<file path="src/rtl/axi_master_write_pkg.sv">
`default_nettype none
// ============================================================================
// Module      : axi_master_write_pkg
// Description : Shared state codes, AXI field constants and burst-length
//               helper for the DDR3 AXI write master.
// Revision    : 1.0 - initial release
// ============================================================================
package axi_master_write_pkg;

  typedef enum logic [2:0] {
    ST_IDLE    = 3'd0,
    ST_WA_WAIT = 3'd1,
    ST_WA_HS   = 3'd2,
    ST_WD_PROC = 3'd3,
    ST_WB_WAIT = 3'd4,
    ST_WR_DONE = 3'd5
  } wr_state_e;

  localparam logic [1:0] AXI_BURST_INCR = 2'b01;
  localparam logic [2:0] AXI_SIZE_8B    = 3'b011;
  localparam logic [1:0] AXI_RESP_OKAY  = 2'b00;
  localparam logic [3:0] AXI_CACHE_DEF  = 4'b0011;

  // Beat count clamped to the burst limit, returned in AWLEN (beats-1) form.
  function automatic logic [7:0] burst_awlen(input logic [9:0] len,
                                             input int unsigned max_len);
    logic [9:0] clamped;
    clamped = (len > 10'(max_len)) ? 10'(max_len) : len;
    return 8'(clamped - 10'd1);
  endfunction

endpackage
`default_nettype wire

</file>
<file path="src/rtl/axi_master_write.sv">
`default_nettype none
// ============================================================================
// Module      : axi_master_write
// Description : Single INCR-burst AXI write master feeding 64-bit beats from
//               an FWFT FIFO into the DDR3 controller's AXI slave port.
// Revision    : 1.0 - initial release
// ============================================================================
module axi_master_write
  import axi_master_write_pkg::*;
#(
  parameter logic [3:0]  C_AXI_ID  = 4'b1111,
  parameter int unsigned C_MAX_LEN = 256
) (
  input  logic        ACLK,
  input  logic        ARESETN,
  output logic [3:0]  M_AXI_AWID,
  output logic [31:0] M_AXI_AWADDR,
  output logic [7:0]  M_AXI_AWLEN,
  output logic [2:0]  M_AXI_AWSIZE,
  output logic [1:0]  M_AXI_AWBURST,
  output logic [1:0]  M_AXI_AWLOCK,
  output logic [3:0]  M_AXI_AWCACHE,
  output logic [2:0]  M_AXI_AWPROT,
  output logic [3:0]  M_AXI_AWQOS,
  output logic        M_AXI_AWVALID,
  input  logic        M_AXI_AWREADY,
  output logic [63:0] M_AXI_WDATA,
  output logic [7:0]  M_AXI_WSTRB,
  output logic        M_AXI_WLAST,
  output logic        M_AXI_WVALID,
  input  logic        M_AXI_WREADY,
  input  logic [3:0]  M_AXI_BID,
  input  logic [1:0]  M_AXI_BRESP,
  input  logic        M_AXI_BVALID,
  output logic        M_AXI_BREADY,
  input  logic        WR_START,
  input  logic [31:0] WR_ADRS,
  input  logic [9:0]  WR_LEN,
  output logic        WR_READY,
  output logic        WR_FIFO_RE,
  input  logic [63:0] WR_FIFO_DATA,
  output logic        WR_DONE,
  output logic        WR_ERR
);

  wr_state_e   r_state;
  wr_state_e   w_next;
  logic [31:0] r_awaddr;
  logic [7:0]  r_awlen;
  logic [7:0]  r_cnt;
  logic        r_err;
  logic        w_start_ok;
  logic        w_last;
  logic        w_awvalid;
  logic        w_wvalid;
  logic        w_bready;
  logic        w_done;
  logic        w_idle;
  logic        w_unused;

  assign w_start_ok = WR_START && (WR_LEN != 10'd0);
  assign w_last     = (r_cnt == r_awlen);
  assign w_unused   = ^M_AXI_BID;

  always_ff @(posedge ACLK or negedge ARESETN) begin
    if (!ARESETN) begin
      r_state  <= ST_IDLE;
      r_awaddr <= '0;
      r_awlen  <= '0;
      r_cnt    <= '0;
      r_err    <= 1'b0;
    end else begin
      r_state <= w_next;
      if (r_state == ST_IDLE && w_start_ok) begin
        r_awaddr <= WR_ADRS;
        r_awlen  <= burst_awlen(WR_LEN, C_MAX_LEN);
        r_cnt    <= '0;
        r_err    <= 1'b0;
      end
      if (r_state == ST_WD_PROC && M_AXI_WREADY)
        r_cnt <= r_cnt + 8'd1;
      if (r_state == ST_WB_WAIT && M_AXI_BVALID)
        r_err <= (M_AXI_BRESP != AXI_RESP_OKAY);
    end
  end

  // All handshake outputs decode straight from the state register.
  always_comb begin
    w_next    = r_state;
    w_awvalid = 1'b0;
    w_wvalid  = 1'b0;
    w_bready  = 1'b0;
    w_done    = 1'b0;
    w_idle    = 1'b0;
    case (r_state)
      ST_IDLE: begin
        w_idle = 1'b1;
        if (w_start_ok) w_next = ST_WA_WAIT;
      end
      ST_WA_WAIT: w_next = ST_WA_HS;
      ST_WA_HS: begin
        w_awvalid = 1'b1;
        if (M_AXI_AWREADY) w_next = ST_WD_PROC;
      end
      ST_WD_PROC: begin
        w_wvalid = 1'b1;
        if (M_AXI_WREADY && w_last) w_next = ST_WB_WAIT;
      end
      ST_WB_WAIT: begin
        w_bready = 1'b1;
        if (M_AXI_BVALID) w_next = ST_WR_DONE;
      end
      ST_WR_DONE: begin
        w_done = 1'b1;
        w_next = ST_IDLE;
      end
      default: w_next = ST_IDLE;
    endcase
  end

  assign M_AXI_AWID    = C_AXI_ID;
  assign M_AXI_AWADDR  = r_awaddr;
  assign M_AXI_AWLEN   = r_awlen;
  assign M_AXI_AWSIZE  = AXI_SIZE_8B;
  assign M_AXI_AWBURST = AXI_BURST_INCR;
  assign M_AXI_AWLOCK  = 2'b00;
  assign M_AXI_AWCACHE = AXI_CACHE_DEF;
  assign M_AXI_AWPROT  = 3'b000;
  assign M_AXI_AWQOS   = 4'b0000;
  assign M_AXI_AWVALID = w_awvalid;
  assign M_AXI_WDATA   = WR_FIFO_DATA;
  assign M_AXI_WSTRB   = 8'hFF;
  assign M_AXI_WLAST   = w_wvalid && w_last;
  assign M_AXI_WVALID  = w_wvalid;
  assign M_AXI_BREADY  = w_bready;
  assign WR_READY      = w_idle;
  assign WR_FIFO_RE    = w_wvalid && M_AXI_WREADY;
  assign WR_DONE       = w_done;
  assign WR_ERR        = r_err;

endmodule
`default_nettype wire

</file>
<file path="config.mk">
export PLATFORM = sky130hd
export DESIGN_NAME = axi_master_write
export DESIGN_NICKNAME = d
export VERILOG_FILES = /design/src/rtl/axi_master_write_pkg.sv /design/src/rtl/axi_master_write.sv
export SDC_FILE = /design/constraint.sdc
export NUM_CORES = 1
export LEC_CHECK = 0
export BUFFER_PORTS_ARGS = -buffer_cell sky130_fd_sc_hd__clkbuf_2
export CAP_MARGIN = 20
export CELL_PAD_IN_SITES_DETAIL_PLACEMENT = 0
export CELL_PAD_IN_SITES_GLOBAL_PLACEMENT = 1
export CORE_ASPECT_RATIO = 1.2
export CORE_MARGIN = 2
export CORE_UTILIZATION = 25
export DETAILED_ROUTE_END_ITERATION = 16
export GPL_ROUTABILITY_DRIVEN = 0
export GPL_TIMING_DRIVEN = 0
export PLACE_DENSITY_LB_ADDON = 0.1
export SLEW_MARGIN = 20
export SYNTH_ARGS = -nofsm -noshare
export SYNTH_HDL_FRONTEND = slang
export SYNTH_SLANG_ARGS = --single-unit
export TNS_END_PERCENT = 5
</file>
<file path="constraint.sdc">
create_clock -name ACLK -period 1.8 [get_ports ACLK]
set_input_delay 0.09 -clock ACLK [delete_from_list [all_inputs] [get_ports ACLK]]
set_output_delay 0.09 -clock ACLK [all_outputs]
set_load 0.01 [all_outputs]
</file>
After elaboration in Yosys (flattened, before gate mapping)
Cells that the tools add are included.
Widths: inputs -> output; s select.
Word-level totals
  bits in registers: 52
  word-level logic and storage cells: 46
Operators by class
  $add $sub $neg: 2
  order comparisons: 1
  equal/unequal tests: 10
  mux-type cells: 15
  reductions and logical operators: 13
Operators by type and width (count)
  $mux 8: 3
  $pmux 3 s5: 1
  $mux 3: 4
  $gt 10x9->1 const B: 1
  $reduce_bool 10->1: 1
  $add 8x1->8 const B: 1
  $eq 8x8->1: 1
  $sub 8x1->8 const B: 1
  $logic_and 1x1->1: 7
  $mux 1: 7
  $eq 3x2->1 const B: 2
  $eq 3x3->1 const B: 2
  $ne 2x2->1 const B: 3
  $reduce_bool 2->1: 3
  $reduce_and 4->1: 1
  $eq 3x1->1 const B: 1
  $logic_not 3->1: 1
  $ne 2x1->1 const B: 1

Depth between registers and ports, before layout
  word-level depth: 5
  gate-level depth with buffers: 9

Worst setup path after synthesis
Ideal clock, no wire load.
  path kind: input to register
  from: input WR_LEN[7]
  to: register r_awlen[6], in the netlist M_AXI_AWLEN[6]
  setup time: 77 ps
  arrival: 2075 ps
  required time: 1723 ps
  setup slack: -353 ps
  stages on the path: 9
  path buffers: 0
  cell sequence: or4_1 o21a_1 nor2_1 nand2_1 ha_1 or4b_2 o21ai_0 o31a_1 a21oi_1
On the way
  longest elaborated chain between the ends: 3
  elaborated cells between the ends (all ways): 6
  classes of those cells: add/sub: 1; order compare: 1; mux: 1; reduce/logical: 3
RTL lines
  start, declared: RTL line axi_master_write.sv:38  | input logic [9:0] WR_LEN,
  $gt 10x9->1 or $reduce_bool 10->1 (tied branches): RTL line axi_master_write_pkg.sv:28, axi_master_write.sv:61
  $mux 8 or $logic_and 1x1->1 (tied branches): RTL line axi_master_write_pkg.sv:28, axi_master_write.sv:61
  $sub 8x1->8 or $logic_and 1x1->1 (tied branches): RTL line axi_master_write_pkg.sv:29, axi_master_write.sv:74
  end signal, assigned: RTL line axi_master_write.sv:76  | r_awlen <= burst_awlen(WR_LEN, C_MAX_LEN);
  end, declared: RTL line axi_master_write.sv:49  | logic [7:0] r_awlen;
Parallel ways exist; a longest one is shown, timed or not.
A chain may end at the register's enable or synchronous reset.

Final worst setup path
  from: input WR_LEN[1]
  to: register r_awlen[6], in the netlist M_AXI_AWLEN[6]
The elaborated chain is that of the path after synthesis.

==> flow_metrics.py <==
metrics = {
    "synth": {
        "synth_edf_count": 0,
        "synth_simple_gate_area_share_pct": 9.84,
        "synth_mux_area_share_pct": 16.0,
        "ys_seq_area_share_pct": 39.2,
        "synth_xor_area_share_pct": 2.90,
        "syn_inst": 305,
        "synth-seq-cells": 52,
        "avgSynthCellArea_sq_um": 10.9,
        "synth_compound_area_share_pct": 5.92,
        "ys_warn_count": 0,
        "synth_flop_cell": "dfrtp_1",
        "synth_fa_ha_area_share_pct": 0.754,
        "async_flop_share_pct": 100,
        "yosys.area.top_type": "dfrtp_1",
        "synth_cell_type_count": 48,
        "synth_top_family_by_area": "buffers and inverters",
        "synth_area_leaders": "dfrtp_1, buf_4, mux2_4, xor2_1, nor2_1",
        "synth_top_area_share_pct": 39.2,
        "syn_area_sq_um": 3320,
    },
    "worst_setup_path": {
        "setup.worst_path.class": "in2reg",
        "cp.arrival_ps": 2120,
        "path_max_fanout": 6,
        "crit_path_end_kind": "flop",
        "crit_path_start_kind": "input port",
        "required_ps": 2030,
    },
    "layout": {
        "drive_gt1_share_pct": 64.5,
        "fin_cells": 681,
        "fill_cells": 1383,
        "area_growth_pct": 45.1,
        "final_util_pct": 36.7,
        "final_nets": 632,
        "num_antenna_cells": 0,
    },
    "route": {
        "vias": 2666,
        "routed_wl_mm": 8.05,
        "wl_per_cell_um": 11.8,
        "drt-initial-drc-count": 90,
        "drtAntennaViolNets": 0,
        "routed_via_density": 3.91,
        "drcViolationCount": 0,
        "first_pass_iters": 4,
    },
    "floorplanning": {
        "coreArea_sq_um": 13100,
        "rows": 46,
        "initial_core_util_pct": 25.3,
        "die_area_sq_um": 14200,
        "chipWidth_um": 109,
        "boundaryPins": 260,
        "die_h_um": 130,
    },
    "grt": {
        "antenna_found_initial": 0,
        "first_global_vias": 2517,
        "grt.total_usage_pct": 10.3,
        "grt_pass1_wl_mm": 12.0,
        "overflow": 0,
        "grt_max_degree": 49,
    },
    "clocking": {
        "cts_buffer_depth": 2,
        "cts_tree": "done",
        "cts_buffers": 5,
        "clock_latency_ps": 290,
        "htreeDepth": 2,
        "cts-root-buf": "clkbuf_16",
        "clk_pin_slew_ps": 70,
        "cts_sinks": 52,
    },
    "timing": {
        "drv_slew": 0,
        "fin_skew_ps": 5.17,
        "fin_ws_ps": -91.9,
        "max_slew.worst_pin.slew_ps": 664,
        "finalSetupViolCount": 2,
        "timing.final.hold_violations": 0,
        "min_period_over_period_pct": 105,
        "rsz0062_at_grt": "yes",
        "post-route-min-period_ps": 1890,
        "slew_headroom_pct": 55.7,
        "fmax_mhz": 529,
    },
    "run_status": {
        "status": "finished with violations",
        "violations": "setup timing",
    },
    "placement": {
        "placed_cells": 663,
        "dp_hpwl_mm": 6.36,
        "placement.io_buffers": 161,
        "dp_slack_ps": -480,
    },
    "pwr": {
        "leakagePower_nw": 2.59,
        "p_per_area_nw_per_um2": 737,
        "finalPower_mw": 3.55,
        "peakVddDrop_mv": 0.440,
    },
    "hold_path": {
        "hold_class": "in2reg",
    },
    "run": {
        "max_cap_violations": 0,
    },
}
-- sequential cells by signal (all words and copies together) (netlist names) --
signal	flops
M_AXI_AWADDR	32
M_AXI_AWLEN	8
r_cnt	8
r_state	3
WR_ERR	1
-- area by class of cell --
| type | instances | area (sq um) | area share [%] |
|---|---|---|---|
| tap | 168 | 210 | 4.36 |
| multi-input combinational | 170 | 1360 | 28.3 |
| sequential | 52 | 1300 | 27.0 |
| timing repair buffer | 172 | 930 | 19.3 |
| inverter | 8 | 30.0 | 0.623 |
| buffer | 103 | 810 | 16.8 |
| clock inverter | 3 | 46.3 | 0.961 |
| clock buffer | 5 | 125 | 2.60 |
-- path summary, 6_finish.rpt --
check                      depth (start not counted)                   start  slack, ps                            to
max                                               10               WR_LEN[1]        -90    M_AXI_AWLEN[6]$_DFFE_PN0P_
max in group asynchronous                          3                 ARESETN       1150          r_cnt[4]$_DFFE_PN0P_
min reg2reg                                        1    r_cnt[7]$_DFFE_PN0P_        500          r_cnt[7]$_DFFE_PN0P_
min                                                2             WR_ADRS[26]         30  M_AXI_AWADDR[26]$_DFFE_PN0P_
max reg2reg                                        7  r_state[1]$_DFFE_PN0P_         10          r_cnt[5]$_DFFE_PN0P_
min in group asynchronous                          2                 ARESETN        170  M_AXI_AWADDR[27]$_DFFE_PN0P_
-- cell usage after synthesis (2+ instances only) --
| cell | count |
|---|---|
| a21oi_1 | 4 |
| a31oi_1 | 6 |
| buf_12 | 3 |
| buf_4 | 94 |
| buf_6 | 2 |
| clkbuf_1 | 3 |
| conb_1 | 2 |
| dfrtp_1 | 52 |
| ha_1 | 2 |
| inv_1 | 8 |
| mux2_4 | 32 |
| mux2i_1 | 4 |
| nand2_1 | 10 |
| nand2b_1 | 2 |
| nand3_1 | 6 |
| nand3b_1 | 2 |
| nand4b_1 | 2 |
| nor2_1 | 19 |
| nor3_1 | 3 |
| nor3b_1 | 2 |
| nor4_1 | 2 |
| o21a_1 | 3 |
| o21ai_0 | 4 |
| o22ai_1 | 2 |
| o31a_1 | 2 |
| o31ai_1 | 2 |
| or3_1 | 2 |
| xnor2_1 | 2 |
| xor2_1 | 9 |
-- power breakdown --
group / total [mW] / switching, mW / leakage, nW / internal (mW)
Combinational: 1.03 / 0.497 / 1.86 / 0.534
Clock: 1.11 / 0.449 / 0.0804 / 0.662
Sequential: 1.41 / 0.120 / 0.653 / 1.29
Total: 3.55 / 1.07 / 2.59 / 2.48
-- metrics by stage --
step	hold WS (ps)	cell area [sq um]	setup TNS (ps)
2_1_floorplan	-206	3450	-152
5_1_grt	15.5	4820	-1440
3_3_place_gp	325	4460	-4410
6_report	26.9	4820	-100
3_5_place_dp	-58.1	4490	-4520
4_1_cts	15.6	4720	-203
-- worst max-delay path, stage by stage --
cell	delay (ps)
buf_8	100
or4_4	560
o21a_4	250
nor2_4	190
nand2_2	90
ha_4	180
or4b_4	200
o21ai_2	40
o31a_1	300
a21oi_2	110
-- metal layers --
layer	routed length [um]	global-route usage (%)	share of wire, %
met5	0	0	0
met3	810	2.80	10
met2	4070	18.7	51
met4	57	2.01	0.71
met1	3120	12.3	39
-- logic make-up after synthesis --
family / Yosys count
AO/OA/AOI/OAI: 29
XOR/XNOR: 11
adder cells (fa/ha/maj): 2
buffers and inverters: 111
flip-flops: 52
multiplexers: 37
other: 2
AND/OR/NAND/NOR: 61
-- what timing repair did --
action | in CTS | in global routing
hold buffers | 1 | 0
pin swaps | 4 | 11
resized for setup | 7 | 16
buffers inserted | 2 | 7
endpoints found under the setup margin | 50 | 37
hold endpoints to repair | 52 | 0
-- cell usage in the layout (no fill, tap or decap), drive strengths merged, types with 3 or more instances in the layout --
cell type / Yosys / routed
mux2: 33 / 33
conb: 2 / 30
nor2: 19 / 19
o21a: 3 / 3
o21ai: 4 / 4
a31oi: 6 / 6
a21oi: 4 / 4
nand3: 6 / 6
xor2: 9 / 9
inv: 8 / 9
nor3: 3 / 3
clkbuf: 3 / 167
dfrtp: 52 / 52
nand2: 10 / 10
mux2i: 4 / 4
buf: 100 / 112
(Power assumes the default switching activity.)
